<file path="config.mk">
export PLATFORM = sky130hd
export DESIGN_NAME = popcount_dot_seq
export DESIGN_NICKNAME = d
export VERILOG_FILES = /design/src/rtl/popcount_dot_pkg.sv /design/src/rtl/popcount64.sv /design/src/rtl/popcount_dot_seq.sv
export SDC_FILE = /design/constraint.sdc
export NUM_CORES = 1
export LEC_CHECK = 0
export CORE_AREA = 2 2 185 187
export DETAILED_ROUTE_END_ITERATION = 10
export DIE_AREA = 0 0 187 189
export GPL_TIMING_DRIVEN = 0
export RECOVER_POWER = 50
export SLEW_MARGIN = 20
export SYNTH_ARGS = -nofsm -noshare
export SYNTH_HDL_FRONTEND = slang
export SYNTH_SLANG_ARGS = --single-unit
</file>
<file path="constraint.sdc">
create_clock -name clk -period 7.15 [get_ports clk]
set_input_delay 1.0725 -clock clk [delete_from_list [all_inputs] [get_ports clk]]
set_output_delay 1.0725 -clock clk [all_outputs]
set_load 0.05 [all_outputs]
</file>
<file path="src/rtl/popcount_dot_pkg.sv">
// Shared types, widths and helpers for the binary dot-product sequencer.
package popcount_dot_pkg;

  localparam int unsigned WORD_W = 64;
  localparam int unsigned POP_W  = 7;

  typedef enum logic [1:0] {
    IDLE  = 2'd0,
    RUN   = 2'd1,
    DRAIN = 2'd2,
    DONE  = 2'd3
  } state_t;

  typedef enum logic {
    OP_AND  = 1'b0,
    OP_XNOR = 1'b1
  } op_t;

  // Mask keeping the low 'tail' bits of a word; tail == 0 keeps the full word.
  function automatic logic [WORD_W-1:0] tail_mask(input logic [5:0] tail);
    logic [WORD_W-1:0] mask;
    if (tail == 6'd0) begin
      mask = '1;
    end else begin
      mask = (64'd1 << tail) - 64'd1;
    end
    return mask;
  endfunction

endpackage

</file>
<file path="src/rtl/popcount64.sv">
// Combinational population count of one 64-bit word.
module popcount64
  import popcount_dot_pkg::*;
(
  input  logic [WORD_W-1:0] data_i,
  output logic [POP_W-1:0]  count_o
);

  // Sum of set bits; synthesis folds this into an adder tree.
  always_comb begin
    count_o = '0;
    for (int i = 0; i < WORD_W; i++) begin
      count_o = count_o + POP_W'(data_i[i]);
    end
  end

endmodule

</file>
<file path="src/rtl/popcount_dot_seq.sv">
// Binary dot-product sequencer: streams operand word pairs through a
// combine/mask stage, a registered popcount stage and an accumulator, then
// presents the popcount sum and the +-1 dot product on a valid/ready port.
module popcount_dot_seq
  import popcount_dot_pkg::*;
#(
  parameter int unsigned LEN_W = 12,
  parameter int unsigned ACC_W = 19
) (
  input  logic                    clk,
  input  logic                    rst_n,
  input  logic                    cfg_valid,
  output logic                    cfg_ready,
  input  logic [LEN_W-1:0]        cfg_len,
  input  logic [5:0]              cfg_tail,
  input  logic                    cfg_op,
  input  logic                    in_valid,
  output logic                    in_ready,
  input  logic [WORD_W-1:0]       in_a,
  input  logic [WORD_W-1:0]       in_b,
  output logic                    out_valid,
  input  logic                    out_ready,
  output logic [ACC_W-1:0]        out_pop,
  output logic signed [ACC_W:0]   out_dot,
  output logic                    busy
);

  // The accumulator must hold 64 * (2^LEN_W - 1) plus headroom for the dot.
  if (ACC_W < LEN_W + 7) begin : g_acc_w_check
    $error("popcount_dot_seq: ACC_W must be >= LEN_W + 7");
  end

  state_t            state_q, state_d;
  logic [LEN_W-1:0]  rem_q, rem_d;
  logic [5:0]        tail_q, tail_d;
  op_t               op_q, op_d;
  logic [ACC_W-1:0]  acc_q, acc_d;
  logic [ACC_W-1:0]  nbits_q, nbits_d;
  logic [WORD_W-1:0] s1_q, s1_d;
  logic              s1_valid_q, s1_valid_d;

  logic [POP_W-1:0]  pop;
  logic [WORD_W-1:0] word_comb;
  logic              last_word;
  logic [ACC_W:0]    dot_val;

  popcount64 u_popcount (
    .data_i  (s1_q),
    .count_o (pop)
  );

  assign word_comb = (op_q == OP_XNOR) ? ~(in_a ^ in_b) : (in_a & in_b);
  assign last_word = (rem_q == LEN_W'(1));
  // 2*pop - nbits; 2*acc cannot reach bit ACC_W given the width check above.
  assign dot_val   = {acc_q, 1'b0} - {1'b0, nbits_q};

  // Next-state, datapath updates and handshake outputs.
  always_comb begin
    state_d    = state_q;
    rem_d      = rem_q;
    tail_d     = tail_q;
    op_d       = op_q;
    nbits_d    = nbits_q;
    s1_d       = s1_q;
    s1_valid_d = 1'b0;
    // Stage-1 popcount lands in the accumulator one cycle after capture.
    acc_d      = s1_valid_q ? (acc_q + ACC_W'(pop)) : acc_q;
    cfg_ready  = 1'b0;
    in_ready   = 1'b0;
    out_valid  = 1'b0;

    unique case (state_q)
      IDLE: begin
        cfg_ready = 1'b1;
        if (cfg_valid) begin
          rem_d   = cfg_len;
          tail_d  = cfg_tail;
          op_d    = op_t'(cfg_op);
          acc_d   = '0;
          nbits_d = '0;
          state_d = (cfg_len == '0) ? DONE : RUN;
        end
      end
      RUN: begin
        in_ready = 1'b1;
        if (in_valid) begin
          s1_d       = last_word ? (word_comb & tail_mask(tail_q)) : word_comb;
          s1_valid_d = 1'b1;
          nbits_d    = nbits_q + ((last_word && tail_q != 6'd0) ? ACC_W'(tail_q)
                                                                : ACC_W'(WORD_W));
          rem_d      = rem_q - LEN_W'(1);
          if (last_word) begin
            state_d = DRAIN;
          end
        end
      end
      DRAIN: begin
        state_d = DONE;
      end
      DONE: begin
        out_valid = 1'b1;
        if (out_ready) begin
          state_d = IDLE;
        end
      end
      default: begin
        state_d = IDLE;
      end
    endcase
  end

  // Result outputs are forced to zero outside DONE so no partial sum leaks.
  always_comb begin
    out_pop = '0;
    out_dot = '0;
    busy    = (state_q != IDLE);
    if (state_q == DONE) begin
      out_pop = acc_q;
      out_dot = $signed(dot_val);
    end
  end

  // State and datapath registers; reset drops any job in flight.
  always_ff @(posedge clk or negedge rst_n) begin
    if (!rst_n) begin
      state_q    <= IDLE;
      rem_q      <= '0;
      tail_q     <= '0;
      op_q       <= OP_AND;
      acc_q      <= '0;
      nbits_q    <= '0;
      s1_q       <= '0;
      s1_valid_q <= 1'b0;
    end else begin
      state_q    <= state_d;
      rem_q      <= rem_d;
      tail_q     <= tail_d;
      op_q       <= op_d;
      acc_q      <= acc_d;
      nbits_q    <= nbits_d;
      s1_q       <= s1_d;
      s1_valid_q <= s1_valid_d;
    end
  end

endmodule

</file>
==> key figures, run 1 <==
Run status
  – Result of the run: complete, but fails checks
  – Failing checks: max-capacitance violations, max-slew violations, negative setup slack

Setup path
  – WS Path Type: reg -> reg
  – CP Capture Type: register
  – Req. time, crit path: 7.45 ns
  – WP data arrival: 7.58 ns
  – CP Max Fanout: 5
  – CP Launch Type: register

Global route
  – Remaining Overflow, GRT: 0
  – Gr usage total: 23.3%
  – Initial antenna violation count: 1
  – Largest net degree at the start of global routing: 73
  – First-pass GRT wire length: 63,400 um
  – Vias in the first global route: 11,000

Route
  – Vias: 11,200
  – Wirelength per Cell: 20.0 um
  – DRT iter0 DRCs: 957
  – Via density: 5.38
  – Routed WL: 41,400 um
  – DR pass1 iterations: 6
  – DRC viols: 0
  – Post-route ant nets: 0

Clocking
  – CTS tree: yes
  – # hold bufs at CTS: 0
  – Clk sinks: 124
  – Root Buffer: clkbuf_16
  – Clock Tree Buf Depth: 2
  – CTS clk-pin slew, worst paths: 0.07 ns
  – Worst-Skew Late Latency: 0.43 ns
  – CTS HTree Levels: 4
  – CTS buffer count: 17

STA
  – Maximum clock frequency: 137 MHz
  – Post-route setup slack: -0.131 ns
  – Setup TNS: -0.569 ns
  – RSZ-0062 raised after global routing: true
  – Worst slew margin: -102%
  – Final Slew Violations: 127
  – Slew @ Worst Pin: 3.03 ns
  – Clock skew: 0.0188 ns
  – Final setup violation count: 7
  – Tmin final: 7.28 ns
  – Final hold violations: 0
  – Period utilisation layout: 102%

Final layout
  – Layout cells sized above 1: 7.63%
  – Commonest non-fill, non-tap cell in the layout: clkdlybuf4s50_1
  – Area growth syn-to-layout: 30.5%
  – Number of inserted diodes: 0
  – Net count, final: 1,941
  – Most frequent cells in the layout: 191 x clkdlybuf4s50_1, 138 x inv_1, 133 x nand2_1, 124 x nor2_1, 124 x dfrtp_1

Die
  – Die width: 187 um
  – Core ar.: 0.0333 mm2
  – Num rows: 67
  – Die ar.: 0.0353 mm2
  – # IOs: 195
  – Die Height: 189 um
  – Initial cell density of the core: 34.6%

Yosys
  – Synth area leader: dfrtp_1
  – Post-synth top area share: 27.0%
  – Primary FF master, synth: dfrtp_1
  – Synthesis Warnings: 0
  – Distinct cell type count after synthesis: 74
  – Synth Net Count: 1,704
  – Post-Syn Area: 0.0115 mm2
  – Ys async rst share: 100%
  – Synth area leaders: dfrtp_1 27%, ha_1 13%, fa_1 9.9%, a21oi_1 4.7%, o21ai_0 4.6%
  – Synthesized instance count: 1,376
  – Number of synthesized flops with an enable pin: 0
  – Mapped Avg Cell Area: 8.36 um2
  – Sequential-to-total area share from yosys stat: 27.0%
  – #FFs+latches synth: 124

Min path
  – Hold crit path type: reg -> reg

Place
  – DP HPWL: 32,300 um
  – # port buffers: 194
  – Routability cong.: 0.942

Run
  – Max-Cap Viols: 2
-- final cells by class --
class	instances	area, um2
fill	3338	18300
sequential	124	3100
clock buffer	18	439
multi-input combinational	1037	7750
inverter	144	541
tap	448	561
buffer	71	309
clock inverter	14	160
timing repair buffer	218	2150
-- cells in the mapped netlist, types with 6 or more instances --
cell / instances
or2_2: 6
nand2_1: 133
o211ai_1: 20
a21oi_1: 108
a21o_1: 16
a31oi_1: 9
a221oi_1: 7
nor4_1: 9
buf_1: 8
o221ai_1: 7
mux2i_1: 15
inv_1: 141
xnor2_1: 26
o21ai_0: 106
a221o_1: 6
a211oi_1: 13
buf_2: 7
and2_1: 33
o21a_1: 14
o22ai_1: 12
nand3_1: 24
nor3_1: 29
ha_1: 119
nand4_1: 6
dfrtp_1: 124
fa_1: 57
nand2b_1: 14
nor2_1: 125
xor2_1: 15
o31ai_1: 8
and3_1: 8
clkbuf_1: 49
o21bai_1: 6
nor2b_1: 12
-- registers in the layout, summed over array words and instances, names as in the netlist --
name	count
acc_q	19
s1_valid_q	1
tail_q	6
op_q	1
s1_q	64
state_q	2
nbits_q	19
rem_q	12
-- worst paths after layout --
check                      startpoint  cells after the start   endpoint  slack (ns)
max                           s1_q[0]                     25  acc_q[14]       -0.13
min                          s1_q[19]                      2   s1_q[19]        0.48
max reg2reg                   s1_q[0]                     25  acc_q[14]       -0.13
min reg2reg                  s1_q[19]                      2   s1_q[19]        0.48
max in group asynchronous       rst_n                      2   rem_q[7]        2.39
min in group asynchronous       rst_n                      1    s1_q[9]        1.64
-- layer usage --
metal  track usage (%)  up-vias  share of wire, %
li1                  -     5241                 -
met1              32.1     5403                45
met2              36.5      442                45
met3              4.95       69               7.0
met4              7.54        0               2.7
met5                 0        -                 0
-- what timing repair did --
item | CTS | global route
gates cloned | 0 | 0
setup buffers | 8 | 15
resized for setup | 20 | 25
endpoints found under the setup margin | 14 | 14
pin swaps | 13 | 16
-- worst max-delay path, cell delays in order, from the launching register on --
cell	delay, ns
dfrtp_1	0.38
ha_1	0.29
inv_1	0.07
fa_1	0.43
fa_2	0.56
fa_1	0.44
fa_1	0.52
fa_1	0.44
fa_1	0.49
fa_1	0.55
fa_1	0.44
fa_2	0.37
fa_2	0.36
inv_2	0.06
a21oi_2	0.05
o21bai_1	0.18
a21o_1	0.14
a21o_1	0.15
ha_4	0.14
o21a_1	0.13
o211ai_1	0.08
buf_4	0.19
buf_4	0.14
a2111oi_4	0.32
xnor2_1	0.16
nor2_1	0.05
-- metrics by stage --
stage               cells  area, um2  setup slack (ns)  utilization (%)  hold WS [ns]
CTS                  2059      14800            -0.119             44.4         0.482
finish               2074      15000            -0.131             45.1         0.479
global route         2074      15000            -0.459             45.1         0.505
floorplan            1376      11500            0.0169                -         0.449
detailed placement   2019      14000            -0.793             42.2         0.469
global placement     2018      14000            -0.617             42.1         0.463
-- kinds of logic (layout without fill, tap and decap cells) --
| family | count (synthesis) | after routing | share of synthesized area (%) |
|---|---|---|---|
| buf+inv | 215 | 465 | 7.38 |
| flops | 124 | 124 | 27.0 |
| simple gates | 431 | 431 | 17.8 |
| fa+ha+maj | 176 | 176 | 22.9 |
| compound gates | 371 | 371 | 20.3 |
| xor+xnor | 41 | 41 | 3.12 |
| mux | 18 | 18 | 1.60 |
Power of run 1 is left out: the tool's default activity adds up to more than one toggle a clock period on the data nets, which glitch-free logic cannot reach.
==> inputs of run 2 (changes only) <==
CORE_AREA = 2 2 171 173   (was 2 2 185 187)
CTS_CLUSTER_DIAMETER = 200   (was not set)
DIE_AREA = 0 0 173 175   (was 0 0 187 189)
PLACE_DENSITY = 0.66   (was not set)
==> key figures, run 2 (synthesis results as in run 1) <==
Run status
  – Result of the run: complete, but fails checks
  – Failing checks: max-capacitance violations, max-slew violations, negative setup slack

Global route
  – First-pass GRT wire length: 62,500 um
  – Gr usage total: 26.7%
  – Largest net degree at the start of global routing: 70
  – Initial antenna violation count: 0
  – Remaining Overflow, GRT: 0
  – Vias in the first global route: 11,300

Route
  – DRT iter0 DRCs: 864
  – DR pass1 iterations: 5
  – DRC viols: 0
  – Vias: 11,000
  – Routed WL: 40,400 um
  – Via density: 5.48
  – Wirelength per Cell: 20.1 um
  – Post-route ant nets: 0

STA
  – Clock skew: 0.0106 ns
  – Slew @ Worst Pin: 3.18 ns
  – Period utilisation layout: 101%
  – Hold slack: 0.489 ns
  – RSZ-0062 raised after global routing: true
  – Final setup violation count: 6
  – Final Slew Violations: 127
  – Post-route setup slack: -0.0809 ns
  – Final hold violations: 0
  – Worst slew margin: -112%
  – Tmin final: 7.23 ns
  – Maximum clock frequency: 138 MHz

Clocking
  – CTS HTree Levels: 4
  – CTS tree: yes
  – Root Buffer: clkbuf_16
  – Clk sinks: 124
  – Clock Tree Buf Depth: 2
  – Worst-Skew Late Latency: 0.44 ns
  – CTS clk-pin slew, worst paths: 0.07 ns
  – # hold bufs at CTS: 0
  – CTS buffer count: 17

Final layout
  – Final core occ: 52.3%
  – Top flop regs: s1_q (64), acc_q (19), nbits_q (19)
  – Biggest register: s1_q
  – Net count, final: 1,940
  – Area growth syn-to-layout: 29.0%
  – Layout cells sized above 1: 7.51%
  – Most frequent cells in the layout: 191 x clkdlybuf4s50_1, 136 x inv_1, 133 x nand2_1, 124 x nor2_1, 124 x dfrtp_1
  – Commonest non-fill, non-tap cell in the layout: clkdlybuf4s50_1
  – Number of flip-flops in the largest register: 64
  – Fill cell count: 2,748
  – Number of inserted diodes: 0

Setup path
  – Reg2Reg Launch Point: s1_q[0]
  – CP peak stage delay: 0.56 ns
  – R2R cell count: 25
  – WP buf/inv: 4
  – WS Path Type: reg -> reg
  – CP max stage cell: fa_2
  – WP data arrival: 7.59 ns
  – CP dominant cell by count: fa_1
  – Flop-to-flop setup slack: -0.08 ns
  – Crit path max-delay family: adder cells
  – Req. time, crit path: 7.51 ns
  – CP endpoint: acc_q[17]
  – Critical Path Source: s1_q[0]
  – CP Capture Type: register
  – CP Max Fanout: 7
  – Worst path depth: 25
  – CP Launch Type: register
  – Reg-to-reg endpoint: acc_q[17]

Die
  – Die ar.: 0.0303 mm2
  – Num rows: 62
  – Die width: 173 um
  – Core ar.: 0.0284 mm2
  – # IOs: 195
  – Initial cell density of the core: 40.5%
  – Die Height: 175 um

Min path
  – Hold path start: s1_q[21]
  – Hold crit path type: reg -> reg

Place
  – DP HPWL: 31,800 um
  – Routability cong.: 0.985
  – # port buffers: 194

Run
  – Max-Cap Viols: 2
[run 2: cell count changes in the layout (fill, tap and decap cells not counted), sizes merged]
cell          delta
buf              -1
clkinv           +1
clkinvlp         +1
dlymetal6s4s     +1
inv              -4
[run 2: worst min path at each step]
stage	depth (start not counted)	slack [ns]	endpoint
final	1	0.49	s1_q[21]
after global routing	1	0.50	s1_q[21]
after CTS	2	0.49	s1_q[37]
after detailed placement	2	0.47	s1_q[37]
after global placement	2	0.46	s1_q[27]
after floorplan	2	0.45	s1_q[17]
[run 2: per-stage QoR]
step / setup TNS (ns) / std cells / worst slack, ns / cell area, um2
after floorplan: 0 / 1376 / 0.0169 / 11500
after global placement: -41.97 / 1954 / -0.522 / 13900
after detailed placement: -5.59 / 1955 / -0.597 / 14000
after CTS: -0.340 / 1999 / -0.0806 / 14700
after global routing: -3.21 / 2008 / -0.333 / 14800
final: -0.194 / 2008 / -0.0809 / 14800
[run 2: repair_timing]
action / 4_1_cts / 5_1_grt
hold endpoints to repair: 0 / 0
pin swaps: 11 / 13
gates cloned: 0 / 0
setup buffers: 13 / 9
gates resized for setup: 22 / 18
setup endpoints to repair: 13 / 14
[run 2: layout make-up]
cell class | instances | area, um2 | share of cell area [%]
repair buffers | 217 | 2130 | 14.3
plain buffers | 71 | 309 | 2.08
flip-flops and latches | 124 | 3100 | 20.9
clock buffers | 19 | 453 | 3.05
well taps | 384 | 480 | 3.24
multi-input cells | 1037 | 7710 | 51.9
clock inverters | 12 | 123 | 0.826
inverters | 144 | 541 | 3.64
[run 2: worst register-to-register path: stages, from the launching register on]
cell	delay [ns]
dfrtp_1	0.38
ha_1	0.29
inv_2	0.04
fa_1	0.47
fa_2	0.56
fa_1	0.43
fa_1	0.48
fa_1	0.55
fa_1	0.44
fa_1	0.51
fa_1	0.44
fa_2	0.37
fa_2	0.37
inv_2	0.07
a21oi_2	0.05
o21bai_1	0.17
a21o_1	0.15
a21o_1	0.15
ha_4	0.13
o21a_1	0.12
o211ai_1	0.08
buf_4	0.19
nor2_4	0.13
inv_2	0.06
or4_1	0.40
a21oi_1	0.15
[run 2: metal layers]
metal | vias up | global-route usage [%] | wire (um)
li1 | 5219 | - | -
met1 | 5282 | 35.4 | 17700
met2 | 435 | 43.0 | 18600
met3 | 61 | 6.03 | 2960
met4 | 0 | 9.50 | 1180
met5 | - | 0 | 0
Power of run 2 is left out for the same reason.
